--- src/rtl/dmx_pkg.sv ---
// Shared DMX512 constants and the transmitter state encoding.
package dmx_pkg;

    localparam int         DMX_BAUD       = 250000;
    localparam logic [7:0] DMX_START_CODE = 8'h00;
    localparam int         DMX_SLOT_BITS  = 11;
    localparam int         DMX_BREAK_BITS = 22;
    localparam int         DMX_MAB_BITS   = 3;

    typedef enum logic [1:0] {
        IDLE  = 2'd0,
        BREAK = 2'd1,
        MAB   = 2'd2,
        SLOT  = 2'd3
    } dmx_state_t;

endpackage

--- src/rtl/dmx_bit_timer.sv ---
// Bit-period timer: free-running 0..BIT_CLKS-1 counter with an end-of-bit tick,
// held at zero while sync is high so each state starts on a fresh bit boundary.
module dmx_bit_timer #(
    parameter int BIT_CLKS = 48
) (
    input  logic CLK12,
    input  logic RST,
    input  logic sync,
    output logic bit_tick
);

    localparam int CW = (BIT_CLKS > 1) ? $clog2(BIT_CLKS) : 1;
    localparam logic [CW-1:0] LAST = CW'(BIT_CLKS - 1);

    logic [CW-1:0] cnt_r;

    // Count cycles within the current bit period, restarting on sync or wrap.
    always_ff @(posedge CLK12 or posedge RST) begin
        if (RST) begin
            cnt_r <= '0;
        end else if (sync || (cnt_r == LAST)) begin
            cnt_r <= '0;
        end else begin
            cnt_r <= cnt_r + 1'b1;
        end
    end

    assign bit_tick = !sync && (cnt_r == LAST);

endmodule

--- src/rtl/dmx_tx.sv ---
// DMX512 universe transmitter: break, mark-after-break, start code and
// CHANNELS data slots read from a 1-cycle-latency channel RAM.
module dmx_tx
    import dmx_pkg::*;
#(
    parameter int CLK_HZ     = 12000000,
    parameter int BAUD       = DMX_BAUD,
    parameter int CHANNELS   = 512,
    parameter int BREAK_BITS = DMX_BREAK_BITS,
    parameter int MAB_BITS   = DMX_MAB_BITS
) (
    input  logic       CLK12,
    input  logic       RST,
    input  logic       en,
    output logic       rd_en,
    output logic [8:0] rd_addr,
    input  logic [7:0] rd_data,
    output logic       tx,
    output logic       gate,
    output logic       busy,
    output logic       frame_done
);

    localparam int BIT_CLKS = CLK_HZ / BAUD;

    localparam logic [7:0] BREAK_LAST = 8'(BREAK_BITS - 1);
    localparam logic [7:0] MAB_LAST   = 8'(MAB_BITS - 1);
    localparam logic [7:0] SLOT_LAST  = 8'(DMX_SLOT_BITS - 1);
    localparam logic [9:0] LAST_SLOT  = 10'(CHANNELS);

    dmx_state_t  state_r;
    logic        en_r;
    logic [7:0]  bit_cnt_r;
    logic [9:0]  slot_cnt_r;
    logic [7:0]  shift_r;
    logic        fetch_r;
    logic        bit_tick_s;
    logic        sync_s;

    // Keep the bit timer parked until a frame starts.
    assign sync_s = (state_r == IDLE);

    dmx_bit_timer #(
        .BIT_CLKS (BIT_CLKS)
    ) u_bit_timer (
        .CLK12    (CLK12),
        .RST      (RST),
        .sync     (sync_s),
        .bit_tick (bit_tick_s)
    );

    // Frame sequencer: state, bit/slot counters, shifter, RAM fetch and all pin outputs.
    always_ff @(posedge CLK12 or posedge RST) begin
        if (RST) begin
            state_r    <= IDLE;
            en_r       <= 1'b0;
            bit_cnt_r  <= 8'd0;
            slot_cnt_r <= 10'd0;
            shift_r    <= 8'd0;
            fetch_r    <= 1'b0;
            rd_en      <= 1'b0;
            rd_addr    <= 9'd0;
            tx         <= 1'b1;
            gate       <= 1'b0;
            busy       <= 1'b0;
            frame_done <= 1'b0;
        end else begin
            en_r       <= en;
            rd_en      <= 1'b0;
            frame_done <= 1'b0;
            // RAM answers one cycle after the strobe; capture it then.
            fetch_r    <= rd_en;
            if (fetch_r) begin
                shift_r <= rd_data;
            end

            case (state_r)
                IDLE: begin
                    bit_cnt_r  <= 8'd0;
                    slot_cnt_r <= 10'd0;
                    if (en_r) begin
                        state_r <= BREAK;
                        tx      <= 1'b0;
                        gate    <= 1'b1;
                        busy    <= 1'b1;
                    end else begin
                        tx      <= 1'b1;
                        gate    <= 1'b0;
                        busy    <= 1'b0;
                    end
                end

                BREAK: begin
                    if (bit_tick_s) begin
                        if (bit_cnt_r == BREAK_LAST) begin
                            state_r   <= MAB;
                            tx        <= 1'b1;
                            bit_cnt_r <= 8'd0;
                        end else begin
                            bit_cnt_r <= bit_cnt_r + 8'd1;
                        end
                    end
                end

                MAB: begin
                    if (bit_tick_s) begin
                        if (bit_cnt_r == MAB_LAST) begin
                            state_r    <= SLOT;
                            tx         <= 1'b0;
                            bit_cnt_r  <= 8'd0;
                            slot_cnt_r <= 10'd0;
                            shift_r    <= DMX_START_CODE;
                        end else begin
                            bit_cnt_r <= bit_cnt_r + 8'd1;
                        end
                    end
                end

                SLOT: begin
                    if (bit_tick_s) begin
                        if (bit_cnt_r == SLOT_LAST) begin
                            bit_cnt_r <= 8'd0;
                            if (slot_cnt_r == LAST_SLOT) begin
                                frame_done <= 1'b1;
                                slot_cnt_r <= 10'd0;
                                if (en_r) begin
                                    state_r <= BREAK;
                                    tx      <= 1'b0;
                                end else begin
                                    state_r <= IDLE;
                                    tx      <= 1'b1;
                                    gate    <= 1'b0;
                                    busy    <= 1'b0;
                                end
                            end else begin
                                slot_cnt_r <= slot_cnt_r + 10'd1;
                                tx         <= 1'b0;
                            end
                        end else begin
                            bit_cnt_r <= bit_cnt_r + 8'd1;
                            if (bit_cnt_r < 8'd8) begin
                                tx      <= shift_r[0];
                                shift_r <= {1'b0, shift_r[7:1]};
                            end else begin
                                tx      <= 1'b1;
                            end
                            // Second stop bit begins: prefetch the next slot's byte.
                            if ((bit_cnt_r == 8'd9) && (slot_cnt_r < LAST_SLOT)) begin
                                rd_en   <= 1'b1;
                                rd_addr <= slot_cnt_r[8:0];
                            end
                        end
                    end
                end

                default: begin
                    state_r <= IDLE;
                    tx      <= 1'b1;
                    gate    <= 1'b0;
                    busy    <= 1'b0;
                end
            endcase
        end
    end

endmodule

--- config.mk ---
export PLATFORM = sky130hd
export DESIGN_NAME = dmx_tx
export DESIGN_NICKNAME = d
export VERILOG_FILES = /design/src/rtl/dmx_pkg.sv /design/src/rtl/dmx_bit_timer.sv /design/src/rtl/dmx_tx.sv
export SDC_FILE = /design/constraint.sdc
export NUM_CORES = 1
export LEC_CHECK = 0
export CORE_UTILIZATION = 51
export DETAILED_ROUTE_END_ITERATION = 16
export PLACE_DENSITY = 0.77
export SLEW_MARGIN = 5
export SYNTH_ARGS = -nofsm -noshare
export SYNTH_HDL_FRONTEND = slang
export SYNTH_SLANG_ARGS = --single-unit
--- constraint.sdc ---
create_clock -name CLK12 -period 2.75 [get_ports CLK12]
set_clock_uncertainty 0.15 [all_clocks]
set_input_delay 0.55 -clock CLK12 [delete_from_list [all_inputs] [get_ports CLK12]]
set_output_delay 0.55 -clock CLK12 [all_outputs]
set_load 0.02 [all_outputs]
-- Word level (Yosys, flattened, before mapping)
Index checks and enable logic that the tools add are counted.
- bits in registers: 49
- bits in latches: 0
- memory bits (writable): 0
- bits in read-only memories: 0
- output and inout bits: 14
- logic and storage cells: 104
- memories kept: 0
- add/sub/neg operators: 3
- $mul: 0
- div/mod/pow operators: 0
- magnitude comparators: 2
- eq/ne operators: 18
- shifts and indexed selects: 0
- muxes and demuxes: 55
- bitwise logic cells: 1
- reductions and logical operators: 13
- operators with widths (operator ; number):
    two-way mux 8 bit ; 12
    two-way mux 10 bit ; 5
    one-hot mux 8 bit (4 select lines) ; 1
    one-hot mux 10 bit (3 select lines) ; 1
    two-way mux 1 bit ; 23
    != test 2 bit, second input constant ; 9
    equality test 8 x 4 -> 1 bit, second input constant ; 2
    two-way mux 2 bit ; 8
    one-hot mux 8 bit (2 select lines) ; 1
    AND reduction 5 bit ; 3
    adder 10 x 1 -> 10 bit, second input constant ; 1
    equality test 10 bit, second input constant ; 1
    less-than comparator 10 bit, second input constant ; 1
    adder 8 x 1 -> 8 bit, second input constant ; 1
    equality test 8 x 2 -> 1 bit, second input constant ; 1
    equality test 8 x 5 -> 1 bit, second input constant ; 1
    less-than comparator 8 x 4 -> 1 bit, second input constant ; 1
    one-hot mux 2 bit (4 select lines) ; 1
    AND reduction 8 bit ; 1
    adder 6 x 1 -> 6 bit, second input constant ; 1
    equality test 6 bit, second input constant ; 1
    two-way mux 6 bit ; 1
    equality test 2 bit, second input constant ; 2
    one-hot mux 1 bit (4 select lines) ; 1
    other kinds (11) ; 12

-- Longest topological paths before layout
Gate-level depths: netlist of the first run.
- depth in word-level cells: 6
- depth in mapped cells: 8
- depth with buffers taken out: 7

-- Cells and area by module
From an unflattened synthesis of the first run, not the netlist that was laid out.
- cell total of the unflattened synthesis: 276
- area, all modules: 2608.8 um2
- modules (own cells, without submodules) (module ; instances ; cells an instance ; area an instance (um2) ; seq. area each (um2)):
    dmx_tx ; 1 ; 250 ; 2331.0 ; 1077.3
    dmx_bit_timer ; 1 ; 26 ; 277.8 ; 150.1

-- Least setup slack after synthesis of the first run
No wires, ideal clock.
- kind: reg-to-reg
- start point: reg state_r[0]
- end point: reg slot_cnt_r[5]
- library setup time: 0.092 ns
- data arrival time: 2.516 ns
- path slack: -0.008 ns
- stages on the path, launching flop included: 9
- buffers on the path: 1
- path through: dfrtp_1 -> inv_1 -> ha_1 -> or3b_2 -> or4_4 -> a221o_1 -> or2_1 -> buf_6 -> o31ai_2
- longest elaborated chain between the ends: 5
- RTL lines (what ; RTL line ; RTL):
    from (decl) ; dmx_tx.sv:31 ; dmx_state_t state_r;
    from (signal assigned) ; dmx_tx.sv:55 ; state_r <= IDLE;
    from (signal assigned) ; dmx_tx.sv:82 ; state_r <= BREAK;
    from (signal assigned) ; dmx_tx.sv:96 ; state_r <= MAB;
    zero test 2 bit ; dmx_tx.sv:41, dmx_tx.sv:77 ;
    zero test 1 bit ; dmx_bit_timer.sv:28 ; assign bit_tick = !sync && (cnt_r == LAST);
    logical AND 1 bit ; dmx_bit_timer.sv:28 ;
    != test 2 bit (no line) ; n/a ;
    AND reduction 5 bit (no line) ; n/a ;
    to (signal assigned) ; dmx_tx.sv:136 ; slot_cnt_r <= slot_cnt_r + 10'd1;
    to (decl) ; dmx_tx.sv:34 ; logic [9:0] slot_cnt_r;
Parallel ways exist; a longest one is shown, timed or not.
A chain may end at the register's enable or synchronous reset.

-- Final worst setup path of the first run
- start point: reg state_r[0]
- end point: reg slot_cnt_r[9]
Same word-level chain as after synthesis.

==> run summary, run 1 <==
Post-synthesis register bit count -> 49
Total Routing Usage GR -> 21.90%
Sequential fraction of the synthesis area -> 47.10%
Count of buffers from port buffering -> 24
Cell chain of the critical path -> inv_1, ha_2, or3b_2, or4_4, a221o_1, or2_2, o31ai_2
Max Freq -> 0.3753 GHz
Final clock period utilization by the worst path -> 96.90%
Lkg Pwr -> 1.355 nW
Root buffer cell -> clkbuf_8
Non-Filler Instances -> 365
Class of the worst hold path -> flip-flop to flip-flop
Post-detailed-route wirelength per cell -> 14.70 um
Share of cells above drive strength 1 -> 19.46%
Remaining max-slew budget at the tightest pin -> 65.82%
Setup violation total in the final timing report -> 0
Total wire length -> 5365 um
Number of DRC markers after the initial detailed-route iteration -> 173
Initial antenna violation count -> 0
Max stage delay on crit path -> 0.53 ns
Total half-perimeter wirelength after legalization and detailed placement -> 3920 um
Clock tree from TritonCTS -> built
Number of enable flip-flop cells after synthesis -> 0
Clk Latency, worst-skew pair -> 0.30 ns
GPL Wtd Cong -> 0.9168
Measured slew at the worst slew-check pin -> 0.5080 ns
CP max FO -> 4
Element type at the critical path start -> flip-flop
Buffers from clock root to sink, at most -> 2
H-tree depth -> 2
Number of buffers and inverters on the critical path -> 1
Nets -> 319
Iteration count of the initial detailed-routing pass -> 4
Nets in the synthesized netlist -> 272
Ant diodes -> 0
Power consumption -> 2.519 mW
Row Count -> 25
Largest net degree at the start of global routing -> 32
Cell type group with the largest total delay on the critical path -> simple AND/OR/NAND/NOR gates
Via count of the first global-routing pass -> 2023
Average via count per standard cell -> 5.696
Quantity of hold-fixing buffers added after cts -> 0
Clock sinks -> 49
Count of synthesis-stage warnings from yosys -> 0
Critical Path End Type -> flip-flop
Die extent in x -> 73.49 um
I/O pin count -> 25
Maximum vdd drop -> 0.5542 mV
Synthesized cell area -> 0.002606 sq mm
Count of endpoints failing hold in the final timing report -> 0
MaxCap Viol Count -> 0
Number of placed cells counting well taps -> 355
Top flip-flop cell by instance count after synthesis -> dfrtp_1
Critical path class -> flip-flop to flip-flop
Clock transition at the registers of the reported paths -> 0.09 ns
Wire length of the first global-routing pass -> 9080 um
Gate Count Post-Synth -> 250
Area grow syn2layout -> 21.60%
Drt drc -> 0
Area of the placeable core -> 0.004817 sq mm
Critical Path AT -> 2.74 ns
Global-route congestion overflow total -> 0
Post-synth ARST share -> 100.0%
Count of filler cells inserted in the layout -> 401
Setup repair after global routing missed its margin -> no
Number of slew-limit violations in the final report -> 0
Antenna Violating Nets Remaining -> 0
Worst path required time -> 2.82 ns
Distinct cell type count after synthesis -> 51
Power density over the cells -> 794.9 mW/mm^2
Clock buffers created by TritonCTS -> 5
Outcome -> finished, final reports clean
Height of the die -> 73.49 um
Mean instance size in the synthesized netlist -> 10.43 sq um
Post-route minimum period -> 2.665 ns
Die area -> 0.005400 sq mm
Vias -> 2079
Initial core utilization -> 54.10%
Worst path slowest cell -> or4_4
==> routing by layer <==
| metal | part of all wire [%] | global-route usage (%) | routed length [um] | vias up |
|---|---|---|---|---|
| met5 | 0 | 0 | 0 | - |
| met4 | 1.7 | 8.120 | 91 | 0 |
| met3 | 3.6 | 4.664 | 194 | 10 |
| met2 | 49 | 37.10 | 2641 | 43 |
| met1 | 45 | 27.46 | 2438 | 1015 |
| li1 | - | - | - | 1011 |
==> state kept, by name, indices dropped and copies added, names as in the netlist <==
register and flops:
en_r 1, busy 1, shift_r 8, tx 1, u_bit_timer.cnt_r 6, frame_done 1
fetch_r 1, rd_en 1, slot_cnt_r 10, rd_addr 9, state_r 2, bit_cnt_r 8
==> final timing paths <==
path,cells past startpoint,endpoint,start,slack (ns)
max in group asynchronous,3,state_r[1],RST,1.54
min reg2reg,0,fetch_r,rd_en,0.24
max reg2reg,7,slot_cnt_r[9],state_r[0],0.09
max,7,slot_cnt_r[9],state_r[0],0.09
min in group asynchronous,2,slot_cnt_r[5],RST,0.41
min,0,fetch_r,rd_en,0.24
==> synth_stat cells (all sizes together), types with 7 or more instances <==
cell type | n | area [sq um]
a21oi | 7 | 35.03
nand3 | 12 | 60.06
inv | 10 | 37.54
o31ai | 9 | 97.59
nor2 | 14 | 52.55
nor2b | 10 | 62.56
ha | 11 | 137.6
mux2 | 11 | 123.9
dfrtp | 48 | 1201
o21ai | 27 | 135.1
nand2 | 18 | 67.56
mux2i | 9 | 90.09
==> per-stage QoR <==
stage	cell area [sq um]	TNS (ns)	util (%)	hold WS (ns)	setup WS, ns
final	3169	0	65.79	0.2410	0.08521
after global routing	3169	0	65.79	0.2611	0.001410
after CTS	3156	0	65.51	0.2448	0.06862
after detailed placement	3065	-0.06119	63.64	0.2244	-0.01751
after global placement	3065	0	63.64	0.2079	0.03474
after floorplan	2609	0	-	0.2831	0.03432
==> cell usage in the layout, fill, tap and decap left out, types with 3 or more instances in the layout <==
cell type / Yosys / final
clkbuf_8: 0 / 5
dfrtp_1: 48 / 48
mux2i_1: 9 / 9
nor2b_1: 10 / 10
nor2_1: 14 / 14
nand3_1: 12 / 12
mux2_2: 11 / 11
xnor2_1: 3 / 3
nor4_1: 4 / 4
and3_1: 5 / 5
buf_4: 1 / 21
a22o_1: 5 / 5
o31ai_2: 6 / 6
nor3_1: 4 / 4
o21ai_1: 10 / 10
nand2b_1: 4 / 4
ha_1: 11 / 10
inv_1: 10 / 9
clkdlybuf4s50_1: 0 / 24
a21oi_1: 7 / 7
o21ai_0: 17 / 17
o31ai_1: 3 / 3
nand2_1: 18 / 18
==> logic make-up after synthesis <==
group / after synthesis / synth area share [%]
simple gates: 86 / 18.15
flops: 49 / 47.10
xor+xnor: 4 / 1.344
fa+ha+maj: 11 / 5.281
mux: 20 / 8.209
compound gates: 63 / 17.04
buf+inv: 17 / 2.881
==> repair_timing <==
item / CTS / global route
resized for setup: 1 / 0
pin swaps: 0 / 1
cloned: 0 / 1
endpoints found under the setup margin: 6 / 3
setup buffers: 0 / 1
==> power breakdown <==
| group | total (mW) | internal, mW | switching (mW) |
|---|---|---|---|
| registers | 0.915 | 0.826 | 0.0885 |
| logic | 1.18 | 0.525 | 0.658 |
| clock network | 0.422 | 0.179 | 0.243 |
==> cell type report <==
cell class,instances,area (sq um),area share [%]
multi-input combinational,185,1315,41.49
sequential,49,1227,38.73
timing repair buffer,46,417.9,13.19
tap,67,83.83,2.645
clock buffer,6,72.57,2.290
inverter,10,37.54,1.184
clock inverter,2,15.01,0.4737
Power figures use the tool's default switching activity.
==> run 2, diff against run 1 <==
--- a/config.mk
+++ b/config.mk
@@ -8,2 +8,3 @@
 export CORE_UTILIZATION = 51
+export CTS_CLUSTER_DIAMETER = 50
 export DETAILED_ROUTE_END_ITERATION = 16
==> constraint.sdc (replaced) <==
create_clock -name CLK12 -period 2.75 [get_ports CLK12]
set_clock_uncertainty 0.15 [all_clocks]
set_input_delay 0.275 -clock CLK12 [delete_from_list [all_inputs] [get_ports CLK12]]
set_output_delay 0.275 -clock CLK12 [all_outputs]
set_load 0.02 [all_outputs]
==> run 2 against run 1 <==
Compared with the run above:
- via count decreased by 1.0%
- largest cell class unchanged
- count of clock-buffer cells in the layout unchanged
- global-route usage decreased by 0.75 points
- combinational power decreased by 3%
- critical path depth unchanged
==> run summary, run 2 (same netlist as run 1, synthesis figures left out) <==
Lkg Pwr -> 1.364 nW (+0.68%)
Instance area at placement -> 0.003053 sq mm (-0.41%)
H-tree depth -> 2 (unchanged)
I/O pin count -> 25 (unchanged)
Share of total power consumed by net switching -> 36.98% (-2.3 points)
Count of endpoints failing hold in the final timing report -> 0 (unchanged)
Clk Latency, worst-skew pair -> 0.31 ns (about the same)
Commonest cells after routing, fill and taps aside -> dfrtp_1, clkdlybuf4s50_1, buf_4
Area of the placeable core -> 0.004817 sq mm (unchanged)
Max Freq -> 0.3754 GHz (about the same)
Most flops, register -> slot_cnt_r
Buffers from clock root to sink, at most -> 2 (unchanged)
Row Count -> 25 (unchanged)
Final clock period utilization by the worst path -> 96.86% (about the same)
Critical Path End Type -> flip-flop
Measured slew at the worst slew-check pin -> 0.5982 ns (+0.09018 ns)
Outcome -> finished, final reports clean
Die area -> 0.005400 sq mm (unchanged)
Area grow syn2layout -> 21.84%
Height of the die -> 73.49 um (unchanged)
Largest net degree at the start of global routing -> 50 (+56%)
Wire length of the first global-routing pass -> 8728 um (-3.9%)
MaxCap Viol Count -> 0 (unchanged)
Clock Power Share -> 20.8% (+4.1 points)
Number of slew-limit violations in the final report -> 0 (unchanged)
Register-to-register path setup slack -> 0.09 ns (about the same)
Worst path required time -> 2.82 ns (about the same)
Vias -> 2058 (-1.0%)
Switching power -> 0.9571 mW (-3.2%)
Critical Path AT -> 2.74 ns (about the same)
Combinational cell fraction of total power -> 44.0% (-2.9 points)
Power consumption -> 2.588 mW (+2.7%)
Total setup buffers inserted after CTS -> 0 (unchanged)
Count of buffers from port buffering -> 24 (unchanged)
Setup repair after global routing missed its margin -> no
Cells on worst reg2reg path -> 7 (unchanged)
Power density over the cells -> 814.9 mW/mm^2 (+2.5%)
Via count of the first global-routing pass -> 1968 (-2.7%)
Class of the worst hold path -> flip-flop to flip-flop
Post-route minimum period -> 2.664 ns (-0.001061 ns)
Non-Filler Cell Area, Final -> 0.003176 sq mm (+0.20%)
Clock tree from TritonCTS -> built
CP max FO -> 9 (+5)
Reg2Reg Capture Point -> slot_cnt_r[6]
Number of DRC markers after the initial detailed-route iteration -> 129 (-25%)
Source of the worst hold timing path -> rd_en
Total Routing Usage GR -> 21.15% (-0.75 points)
Hold endpoint -> fetch_r
Global-route congestion overflow total -> 0 (unchanged)
Post-detailed-route wirelength per cell -> 14.13 um (-3.9%)
Share of total power in sequential cells -> 35.2% (-1.1 points)
Total negative slack -> 0 ns (unchanged)
Initial core utilization -> 54.10% (unchanged)
Clock buffers created by TritonCTS -> 5 (unchanged)
Element type at the critical path start -> flip-flop
Maximum vdd drop -> 0.6495 mV (+17%)
Regs by FF count -> slot_cnt_r (10), rd_addr (9)
Antenna Violating Nets Remaining -> 0 (unchanged)
Worst hold path depth -> 0 (unchanged)
Nets -> 317 (-0.63%)
Ant diodes -> 0 (unchanged)
Post-route worst hold slack -> 0.2368 ns (-0.004228 ns)
Quantity of hold-fixing buffers added after cts -> 0 (unchanged)
GPL Wtd Cong -> 0.9130 (-0.41%)
Start of the worst register-to-register path -> state_r[0]
Total half-perimeter wirelength after legalization and detailed placement -> 3772 um (-3.8%)
Clock transition at the registers of the reported paths -> 0.09 ns (about the same)
Initial antenna violation count -> 0 (unchanged)
Remaining max-slew budget at the tightest pin -> 60.12% (-5.7 points)
Iteration count of the initial detailed-routing pass -> 4 (unchanged)
Critical path class -> flip-flop to flip-flop
Root buffer cell -> clkbuf_8
Setup violation total in the final timing report -> 0 (unchanged)
Average via count per standard cell -> 5.669 (-0.46%)
Die extent in x -> 73.49 um (unchanged)
Commonest non-fill, non-tap cell in the layout -> dfrtp_1
Drt drc -> 0 (unchanged)
Clock sinks -> 49 (unchanged)
Flip-flop count of the largest register after layout -> 10 (unchanged)
Total wire length -> 5128 um (-4.4%)
Internal power -> 1.631 mW (+6.5%)
Share of cells above drive strength 1 -> 19.26% (-0.21 points)
==> run 2: area by class of cell <==
cell class	count	area (sq um)
Fill cell	404	1642
Tap cell	67	83.83
Inverter	10	37.54
Clock inverter	2	37.54
Sequential cell	49	1227
Timing Repair Buffer	45	397.9
Multi-Input combinational cell	184	1309
Clock buffer	6	82.58
==> run 2: critical path, cell delays in order, from the launching register on <==
cell and delay [ns]:
dfrtp_1 0.35, inv_1 0.06, ha_2 0.18, or3b_2 0.45, or4_4 0.53, a221o_1 0.34, or2_4 0.31, o31ai_2 0.23
==> run 2: what timing repair did <==
item | 4_1_cts | 5_1_grt
resized for setup | 1 | 0
pin swaps | 0 | 1
setup endpoints to repair | 6 | 2
endpoints found under the hold margin | 0 | 0
==> run 2: worst max path at each step <==
stage,cells after the start,endpoint,start,slack [ns]
final,7,slot_cnt_r[6],state_r[0],0.09
after global routing,7,slot_cnt_r[6],bit_cnt_r[0],0.003
after CTS,7,slot_cnt_r[6],state_r[0],0.07
after detailed placement,7,slot_cnt_r[6],state_r[0],-0.04
after global placement,7,slot_cnt_r[6],state_r[0],0.03
after floorplan,8,slot_cnt_r[5],state_r[0],0.03
==> run 2: stage by stage <==
stage	setup WS, ns	instances	util [%]
final	0.08627	363	65.92
after global routing	0.002772	363	65.92
after CTS	0.06617	363	65.92
after detailed placement	-0.03733	355	63.38
after global placement	0.03453	355	63.38
after floorplan	0.03432	250	-
==> run 2: power by group through the flow <==
stage	clock network, mW	registers, mW	logic, mW
floorplan	0	0.940	0.756
global placement	0	0.916	1.10
detailed placement	0	0.923	1.13
CTS	0.552	0.910	1.14
global route	0.575	0.924	1.29
finish	0.538	0.911	1.14
==> run 2: layer usage <==
metal,wire length (um),global-route usage (%)
met5,0,0
met4,93,8.333
met3,191,4.801
met2,2525,34.76
met1,2318,27.02
==> run 3, diff against run 2 <==
- CTS_CLUSTER_SIZE: default -> 8
==> results of run 3 <==
Same layout as run 2: the final DEF is identical, and so are final timing and power.
